[src/rtl/gpu_mem_arb_if.sv]
// Bus bundle between four burst requesters and the single memory port of gpu_mem_arb.
interface gpu_mem_arb_if #(
  parameter int WIDTH = 32
);
  logic [3:0]         req_valid_i;
  logic [4*WIDTH-1:0] req_data_i;
  logic [3:0]         req_last_i;
  logic [3:0]         req_pop_o;
  logic               mem_valid_o;
  logic [WIDTH-1:0]   mem_data_o;
  logic               mem_last_o;
  logic [1:0]         mem_src_o;
  logic               mem_accept_i;
  logic               timeout_o;

  modport slave (
    input  req_valid_i, req_data_i, req_last_i, mem_accept_i,
    output req_pop_o, mem_valid_o, mem_data_o, mem_last_o, mem_src_o, timeout_o
  );

  modport master (
    output req_valid_i, req_data_i, req_last_i, mem_accept_i,
    input  req_pop_o, mem_valid_o, mem_data_o, mem_last_o, mem_src_o, timeout_o
  );
endinterface

[src/rtl/gpu_mem_arb.sv]
// Four-way round-robin burst arbiter onto one memory port; a grant is held until the last beat.
// Define GPU_MEM_ARB_WDOG_EN to build in the stall watchdog that releases a stuck grant.
module gpu_mem_arb #(
  parameter int WIDTH    = 32,
  parameter int WDOG_CYC = 16
) (
  input  logic         clk_i,
  input  logic         rst_i,
  gpu_mem_arb_if.slave bus
);
  typedef enum logic {IDLE, LOCK} state_t;

  state_t           state_reg, state_next;
  logic [1:0]       grant_reg, grant_next;
  logic [1:0]       rr_ptr_reg, rr_ptr_next;
  logic [WIDTH-1:0] data_arr [4];
  logic [3:0]       rot_valid;
  logic [1:0]       pick;
  logic             timeout;

  // rot_valid[gi] is the requester gi places after the round-robin pointer
  for (genvar gi = 0; gi < 4; gi++) begin : g_req
    assign data_arr[gi]  = bus.req_data_i[gi*WIDTH +: WIDTH];
    assign rot_valid[gi] = bus.req_valid_i[rr_ptr_reg + 2'(gi)];
  end

  always_comb begin
    pick = rr_ptr_reg;
    for (int i = 3; i >= 0; i--) begin
      if (rot_valid[i]) pick = rr_ptr_reg + 2'(i);
    end
  end

`ifdef GPU_MEM_ARB_WDOG_EN
  logic       stall;
  logic [7:0] wdog_cnt_reg, wdog_cnt_next;

  assign stall = (state_reg == LOCK) && !bus.req_valid_i[grant_reg];

  // Fires on the WDOG_CYC-th consecutive stall cycle; counter restarts from zero.
  always_comb begin
    timeout       = 1'b0;
    wdog_cnt_next = 8'd0;
    if (stall) begin
      if (wdog_cnt_reg == 8'(WDOG_CYC - 1)) timeout = 1'b1;
      else wdog_cnt_next = wdog_cnt_reg + 8'd1;
    end
  end

  always_ff @(posedge clk_i) begin
    if (rst_i) wdog_cnt_reg <= 8'd0;
    else       wdog_cnt_reg <= wdog_cnt_next;
  end
`else
  assign timeout = 1'b0;
`endif

  always_comb begin
    state_next      = state_reg;
    grant_next      = grant_reg;
    rr_ptr_next     = rr_ptr_reg;
    bus.req_pop_o   = 4'b0000;
    bus.mem_valid_o = 1'b0;
    bus.mem_data_o  = '0;
    bus.mem_last_o  = 1'b0;
    bus.mem_src_o   = 2'd0;
    bus.timeout_o   = 1'b0;
    case (state_reg)
      IDLE: begin
        if (|bus.req_valid_i) begin
          grant_next = pick;
          state_next = LOCK;
        end
      end
      LOCK: begin
        bus.mem_valid_o = bus.req_valid_i[grant_reg];
        bus.mem_data_o  = data_arr[grant_reg];
        bus.mem_last_o  = bus.req_last_i[grant_reg] & bus.req_valid_i[grant_reg];
        bus.mem_src_o   = grant_reg;
        bus.timeout_o   = timeout;
        if (bus.req_valid_i[grant_reg] && bus.mem_accept_i) begin
          bus.req_pop_o[grant_reg] = 1'b1;
          if (bus.req_last_i[grant_reg]) begin
            state_next  = IDLE;
            rr_ptr_next = grant_reg + 2'd1;
          end
        end
        if (timeout) begin
          state_next  = IDLE;
          rr_ptr_next = grant_reg + 2'd1;
        end
      end
      default: state_next = IDLE;
    endcase
    // Nothing is popped or presented while reset is held, so no beat is half-consumed.
    if (rst_i) begin
      bus.req_pop_o   = 4'b0000;
      bus.mem_valid_o = 1'b0;
      bus.mem_data_o  = '0;
      bus.mem_last_o  = 1'b0;
      bus.mem_src_o   = 2'd0;
      bus.timeout_o   = 1'b0;
    end
  end

  always_ff @(posedge clk_i) begin
    if (rst_i) begin
      state_reg  <= IDLE;
      grant_reg  <= 2'd0;
      rr_ptr_reg <= 2'd0;
    end else begin
      state_reg  <= state_next;
      grant_reg  <= grant_next;
      rr_ptr_reg <= rr_ptr_next;
    end
  end
endmodule

[src/flat_wrapper.sv]
// flat-port wrapper written by rule: the top's interface ports become plain ports
module gpu_mem_arb_flat 
#(
  parameter int WIDTH    = 32,
  parameter int WDOG_CYC = 16
)
  (clk_i, rst_i, bus_req_valid_i, bus_req_data_i, bus_req_last_i, bus_mem_accept_i, bus_req_pop_o, bus_mem_valid_o, bus_mem_data_o, bus_mem_last_o, bus_mem_src_o, bus_timeout_o);
  gpu_mem_arb_if #(.WIDTH(WIDTH)) bus_i ();
  input  logic clk_i;
  input  logic rst_i;
  input wire logic [$bits(bus_i.req_valid_i)-1:0] bus_req_valid_i;
  input wire logic [$bits(bus_i.req_data_i)-1:0] bus_req_data_i;
  input wire logic [$bits(bus_i.req_last_i)-1:0] bus_req_last_i;
  input wire logic [$bits(bus_i.mem_accept_i)-1:0] bus_mem_accept_i;
  output wire logic [$bits(bus_i.req_pop_o)-1:0] bus_req_pop_o;
  output wire logic [$bits(bus_i.mem_valid_o)-1:0] bus_mem_valid_o;
  output wire logic [$bits(bus_i.mem_data_o)-1:0] bus_mem_data_o;
  output wire logic [$bits(bus_i.mem_last_o)-1:0] bus_mem_last_o;
  output wire logic [$bits(bus_i.mem_src_o)-1:0] bus_mem_src_o;
  output wire logic [$bits(bus_i.timeout_o)-1:0] bus_timeout_o;
  assign bus_i.req_valid_i = bus_req_valid_i;
  assign bus_i.req_data_i = bus_req_data_i;
  assign bus_i.req_last_i = bus_req_last_i;
  assign bus_i.mem_accept_i = bus_mem_accept_i;
  assign bus_req_pop_o = bus_i.req_pop_o;
  assign bus_mem_valid_o = bus_i.mem_valid_o;
  assign bus_mem_data_o = bus_i.mem_data_o;
  assign bus_mem_last_o = bus_i.mem_last_o;
  assign bus_mem_src_o = bus_i.mem_src_o;
  assign bus_timeout_o = bus_i.timeout_o;
  gpu_mem_arb #(.WIDTH(WIDTH), .WDOG_CYC(WDOG_CYC)) u_core (.clk_i(clk_i), .rst_i(rst_i), .bus(bus_i));
endmodule
[config.mk]
export PLATFORM = sky130hd
export DESIGN_NAME = gpu_mem_arb_flat
export DESIGN_NICKNAME = d
export VERILOG_FILES = /design/src/rtl/gpu_mem_arb_if.sv /design/src/rtl/gpu_mem_arb.sv /design/src/flat_wrapper.sv
export SDC_FILE = /design/constraint.sdc
export NUM_CORES = 1
export LEC_CHECK = 0
export CORE_MARGIN = 3
export CORE_UTILIZATION = 24
export DETAILED_ROUTE_END_ITERATION = 16
export GPL_TIMING_DRIVEN = 0
export MAX_ROUTING_LAYER = met4
export PLACE_DENSITY = 0.79
export SETUP_SLACK_MARGIN = 0.5
export SLEW_MARGIN = 30
export SYNTH_ARGS = -nofsm -noshare
export SYNTH_HDL_FRONTEND = slang
export SYNTH_SLANG_ARGS = --single-unit
[constraint.sdc]
create_clock -name clk_i -period 1.49 [get_ports clk_i]
set_input_delay 0.149 -clock clk_i [delete_from_list [all_inputs] [get_ports clk_i]]
set_output_delay 0.149 -clock clk_i [all_outputs]
set_load 0.05 [all_outputs]
==> results of run 1 <==
[metrics by stage]
step	util [%]	setup WS, ns	hold slack [ns]	area (sq um)	power, uW
after floorplan	-	-0.2111	0.2107	1739	857.0
after global placement	64.01	-1.031	0.5014	3611	1376
after detailed placement	64.01	-1.011	0.5018	3611	1392
after CTS	68.66	-0.4107	0.3594	3874	1749
after global routing	70.84	-0.4240	0.3969	3996	1875
final	70.84	-0.4045	0.3727	3996	1788
[cell usage in the layout (no fill, tap or decap), drive strengths merged]
master / n
conb: 1
mux2i: 2
inv: 5
nor2: 8
ha: 4
and2: 1
dfxtp: 5
a211oi: 1
o221ai: 1
nand2b: 1
mux4: 34
and3: 4
nor2b: 34
a21oi: 4
dlygate4sd2: 4
nand4: 1
nor4: 1
a31oi: 1
o21ai: 4
clkbuf: 10
a311oi: 1
clkdlybuf4s50: 133
clkinv: 1
buf: 64
dlymetal6s2s: 1
[synth_stat cells, types with 2 or more instances]
| cell | instances |
|---|---|
| a21oi_1 | 4 |
| and3_1 | 4 |
| buf_2 | 2 |
| buf_4 | 4 |
| clkbuf_1 | 5 |
| dfxtp_1 | 5 |
| ha_1 | 4 |
| inv_1 | 6 |
| mux2i_1 | 2 |
| mux4_2 | 33 |
| nor2_1 | 7 |
| nor2b_1 | 33 |
| o21ai_0 | 4 |
[cells by family after synthesis]
group	synth area share, %
other cells	0.2613
compound gates	5.319
simple gates	22.15
buf+inv	6.800
fa+ha+maj	3.487
mux	55.01
flops	6.975
[power groups by stage]
stage,Combinational [uW],Sequential (uW),Clock (uW)
6_report,1380,153,254
5_1_grt,1450,154,267
4_1_cts,1340,153,260
3_5_place_dp,1240,156,0
3_3_place_gp,1220,156,0
2_1_floorplan,703,154,0
[metal layers]
layer | track usage [%] | share of wire, % | wire length (um)
met5 | - | 0 | 0
met4 | 3.715 | 1.2 | 84
met3 | 2.183 | 6.6 | 461
met2 | 36.15 | 54 | 3759
met1 | 24.33 | 39 | 2708
[worst max-delay path: cells and delay by family (launching register included)]
family	cells	cell delay [ns]
AND/OR/NAND/NOR	2	0.35
flip-flops	1	0.35
buffers and inverters	2	0.28
multiplexers	1	0.55
[area by class of cell]
class                      instances  share of cell area [%]
inverter                           6                  0.8766
timing repair buffer             195                   50.44
clock buffer                       4                   1.127
multi-input combinational        103                   38.35
buffer                            13                   4.195
sequential                         5                   2.755
tap                               72                   2.254
[repair_timing]
item / CTS / global route
gates cloned: 3 / 0
pin swaps: 7 / 6
setup buffers: 10 / 4
endpoints found under the hold margin: 0 / 0
endpoints found under the setup margin: 45 / 45
resized for setup: 291 / 29
[worst paths after layout]
kind	cells after the start	slack [ns]	end
max	5	-0.40	bus_req_pop_o[2]
max reg2reg	6	-0.18	u_core.rr_ptr_reg[1]
min reg2reg	2	0.52	u_core.rr_ptr_reg[0]
min	2	0.37	u_core.grant_reg[1]
==> metrics, run 1 <==
crit-path most repeated cell=buf_8; Clock Power Share=14.2%; max cap viols=0; leakage=0.001579 uW; Reg power frac=under 10%; # port buffers=around 180; DRC violations left=0; die footprint=6944 sq um; GPL Wtd Cong=0.8288; Reg clk slew, reported paths=0.04 ns; Area contributors post-synth=mux4_2, nor2b_1, dfxtp_1; HPWL after DPL=5565 um; crit-path cells=buf_8 -> mux4_2 -> nor2b_4 -> and3_4 -> buf_8; drt initial violations=51; Max Slew Vio Count=0; nets=470; CP endpoint kind=output port; Critical Path Source Type=flop; vias=1913; Synth Flop Type=dfxtp_1; # fillers=between 400 and 500; Multi-input gate area=1533 sq um; Clock Tree Root=clkbuf_8; fin cells=398; first-pass GRT wire length=roughly 11000 um; f_max=approximately 530 MHz; Synth Register Bits=5; total CTS buffers=3; Worst Setup SP=u_core.grant_reg[0]; Setup CP Type=flop to output port; Synth top area share=51.79%; Die Y=83.33 um; Die X=about 83 um; Switching Share=34.84%; CP max stage delay=0.55 ns; drt total wl=7014 um; Diodes inserted=0; later-pin clock latency in the skew report=~0.22 ns; final-report setup violation count=41; remaining global-route overflow=0; H-tree levels=1; # rows=27; Peak VDD IR=around 450 uV; CP required=~1.3 ns; drt wl/cell=17.62 um; run status=finished, violations left; setup TNS=-12.43 ns; sw power=622.8 uW; first-pass iteration count of the detailed router=4; number of synthesized flops with an enable pin=0; initial antenna violation count=0; Mapped Nets=270; I/O pins=180; Clock Sinks=5; min-delay worst type=input pin to flop; syn avg cell area=11.30 sq um; Unique masters post-synth=27; ys async rst share=0%; Placed Cells incl. Taps=377; worst reg2reg path startpoint=u_core.grant_reg[0]; Routed Antenna Nets=0; Layout area overhead=178.5%; TritonCTS clock tree=done; CP Max Fanout=6; vias in the first global route=2065; Seq/Total Area, Yosys=6.975%; Cell Area, Synth=1435 sq um; Hold Fails Final Rpt=0; failing checks=negative setup slack; final period utilization=127.1%; HP Start=rst_i; vias per cell=slightly below 5; gr usage total=20.06%; synthesized instance count=between 100 and 150; Tmin final=1.894 ns; share of layout cells above drive strength 1=48.77%; FF+latch area=110.1 sq um; Longest Clk Path Bufs=2; Setup WS post-layout=-0.4045 ns; Comb pwr share=77.2%; RSZ-0062 raised after global routing=yes; core area=5642 sq um; area leader, netlist=mux4_2; Critical Path Slowest Stage Cell=mux4_2; Power Dens Cells=447.3 nW/um^2; largest net degree at the start of global routing=11; clock skew=0.0001054 ns; Critical Path AT=~1.8 ns; Ys Warns=0; Pint=1165 uW; hold buffers post-CTS=0; Starting Density=25.44%
Note: power is estimated with default switching activity, not from simulation.
==> run 2, diff against run 1 <==
--- a/config.mk
+++ b/config.mk
@@ -12,6 +12,7 @@
 export MAX_ROUTING_LAYER = met4
 export PLACE_DENSITY = 0.79
 export SETUP_SLACK_MARGIN = 0.5
+export SKIP_LAST_GASP = 1
 export SLEW_MARGIN = 30
 export SYNTH_ARGS = -nofsm -noshare
 export SYNTH_HDL_FRONTEND = slang
==> run 2 against run 1 <==
Effect of this change:
- the run still ends with negative setup slack left
- sequential share of layout area hardly changed
- non-clock buffer count stayed put
- final area is 1.7% lower
- critical path depth stayed put
- sequential cell count stayed put
- combinational power hardly changed
- power is 1.4% lower
- worst setup slack better by 0.0021 ns
- die area stayed put
- clock-buffer cell count stayed put
- clock skew hardly changed
- critical endpoint unchanged
- largest cell class unchanged
- highest routed layer unchanged
==> metrics, run 2 (synthesized netlist as in run 1, its figures left out) <==
run status=finished, violations left; failing checks=negative setup slack; Die Y=83.33 um; Hold Fails Final Rpt=0; first-pass GRT wire length=~11000 um; Max Slew Vio Count=0; gr usage total=approximately a fifth; Clock Sinks=5; CP required=between 1 and 1.5 ns; RSZ-0062 raised after global routing=yes; Die X=83.33 um; Reg power frac=8.7%; # port buffers=178; Diodes inserted=0; Design Area, Final=approximately 4000 sq um; Reg clk slew, reported paths=0.04 ns; Buf+Inv Stages, Crit Path=2; met2 WL post-DR=approximately 3700 um; Routed Antenna Nets=0; crit-path cells=buf_8 -> mux4_2 -> nor2b_4 -> and3_4 -> buf_8; TritonCTS clock tree=done; Power Dens Cells=448.4 nW/um^2; first-pass iteration count of the detailed router=4; Clock Tree Root=clkbuf_8; Comb pwr share=76.9%; CP max stage delay=~0.55 ns; vias=1895; uppermost layer routed=met4; drt total wl=6894 um; routed wl met3=467 um; initial antenna violation count=0; f_max=528.4 MHz; final period utilization=127.0%; setup TNS=-12.82 ns; Setup CP Type=flop to output port; core area=5642 sq um; drt wl/cell=between 15 and 20 um; min-delay worst type=input pin to flop; Longest Clk Path Bufs=2; commonest non-fill, non-tap cell in the layout=clkdlybuf4s50_1; Layout area overhead=173.8%; drt initial violations=50; clock skew=0.0001491 ns; Critical Path AT=1.74 ns; worst reg2reg path startpoint=u_core.grant_reg[0]; HPWL after DPL=5565 um; HP Start=rst_i; most frequent cells in the layout=clkdlybuf4s50_1, buf_4, mux4_2, nor2b_4, buf_6; Clock Power Share=between 10 and 15%; later-pin clock latency in the skew report=0.22 ns; Critical Path Slowest Stage Cell=mux4_2; I/O pins=180; Pint=about 1100 uW; Tmin final=1.892 ns; Peak VDD IR=approximately 450 uV; DRC violations left=0; vias in the first global route=around 2100; Starting Density=around 25%; # rows=27; H-tree levels=1; die footprint=6944 sq um; Post-DP Area=about 3600 sq um; Worst Setup SP=u_core.grant_reg[0]; nets=470; max cap viols=0; crit-path most repeated cell=buf_8; share of layout cells above drive strength 1=48.77%; # fillers=roughly 430; final-report setup violation count=41; vias per cell=between 4 and 5; Critical Path Source Type=flop; total CTS buffers=3; GPL Wtd Cong=0.8288; hold buffers post-CTS=0; sw power=613.9 uW; largest net degree at the start of global routing=11; leakage=0.001564 uW; Setup WS post-layout=-0.4024 ns; CP endpoint kind=output port; post-route met1 wirelength=2668 um; Top delay family on crit path=multiplexers; CP Max Fanout=6; remaining global-route overflow=0; Switching Share=a little over a third
## run 2: stage by stage
step           hold slack, ns  util [%]  total power (uW)  instances  setup slack, ns
6_report               0.3714     69.66              1762        398          -0.4024
5_1_grt                0.3970     69.66              1850        398          -0.4240
4_1_cts                0.3594     68.26              1740        394          -0.4107
3_5_place_dp           0.5018     64.01              1392        377           -1.011
3_3_place_gp           0.5014     64.01              1376        377           -1.031
2_1_floorplan          0.2107         -             857.0        127          -0.2111
## run 2: path summary, 6_finish.rpt
kind	slack, ns	depth (start not counted)	to
worst max register to register	-0.18	6	u_core.rr_ptr_reg[1]
worst max-delay path	-0.40	5	bus_req_pop_o[2]
worst min register to register	0.51	2	u_core.rr_ptr_reg[0]
worst min-delay path	0.37	2	u_core.grant_reg[1]
## run 2: repair_timing
action	in CTS	in global routing
gates resized for setup	285	18
pin swaps	7	6
cloned	3	0
setup endpoints to repair	45	45
buffers inserted	10	4
endpoints found under the hold margin	0	0
## run 2: power by group through the flow
stage	sequential [uW]	combinational, uW	clock [uW]
global placement	156	1220	0
detailed placement	156	1240	0
finish	153	1360	254
floorplan	154	703	0
global route	154	1430	267
CTS	153	1330	260
## run 2: area by class of cell
class	instances	area [sq um]	share of cell area (%)
timing repair buffer	195	1959	49.86
multi-input combinational	103	1533	39.00
buffer	13	167.7	4.266
sequential	5	110.1	2.802
tap	72	90.09	2.292
clock buffer	4	45.04	1.146
inverter	6	25.02	0.6367
## run 2: per-layer routing
layer | vias to the layer above | track usage, %
li1 | 897 | -
met1 | 881 | 23.71
met2 | 111 | 36.01
met3 | 6 | 2.183
met4 | 0 | 3.715
met5 | - | -
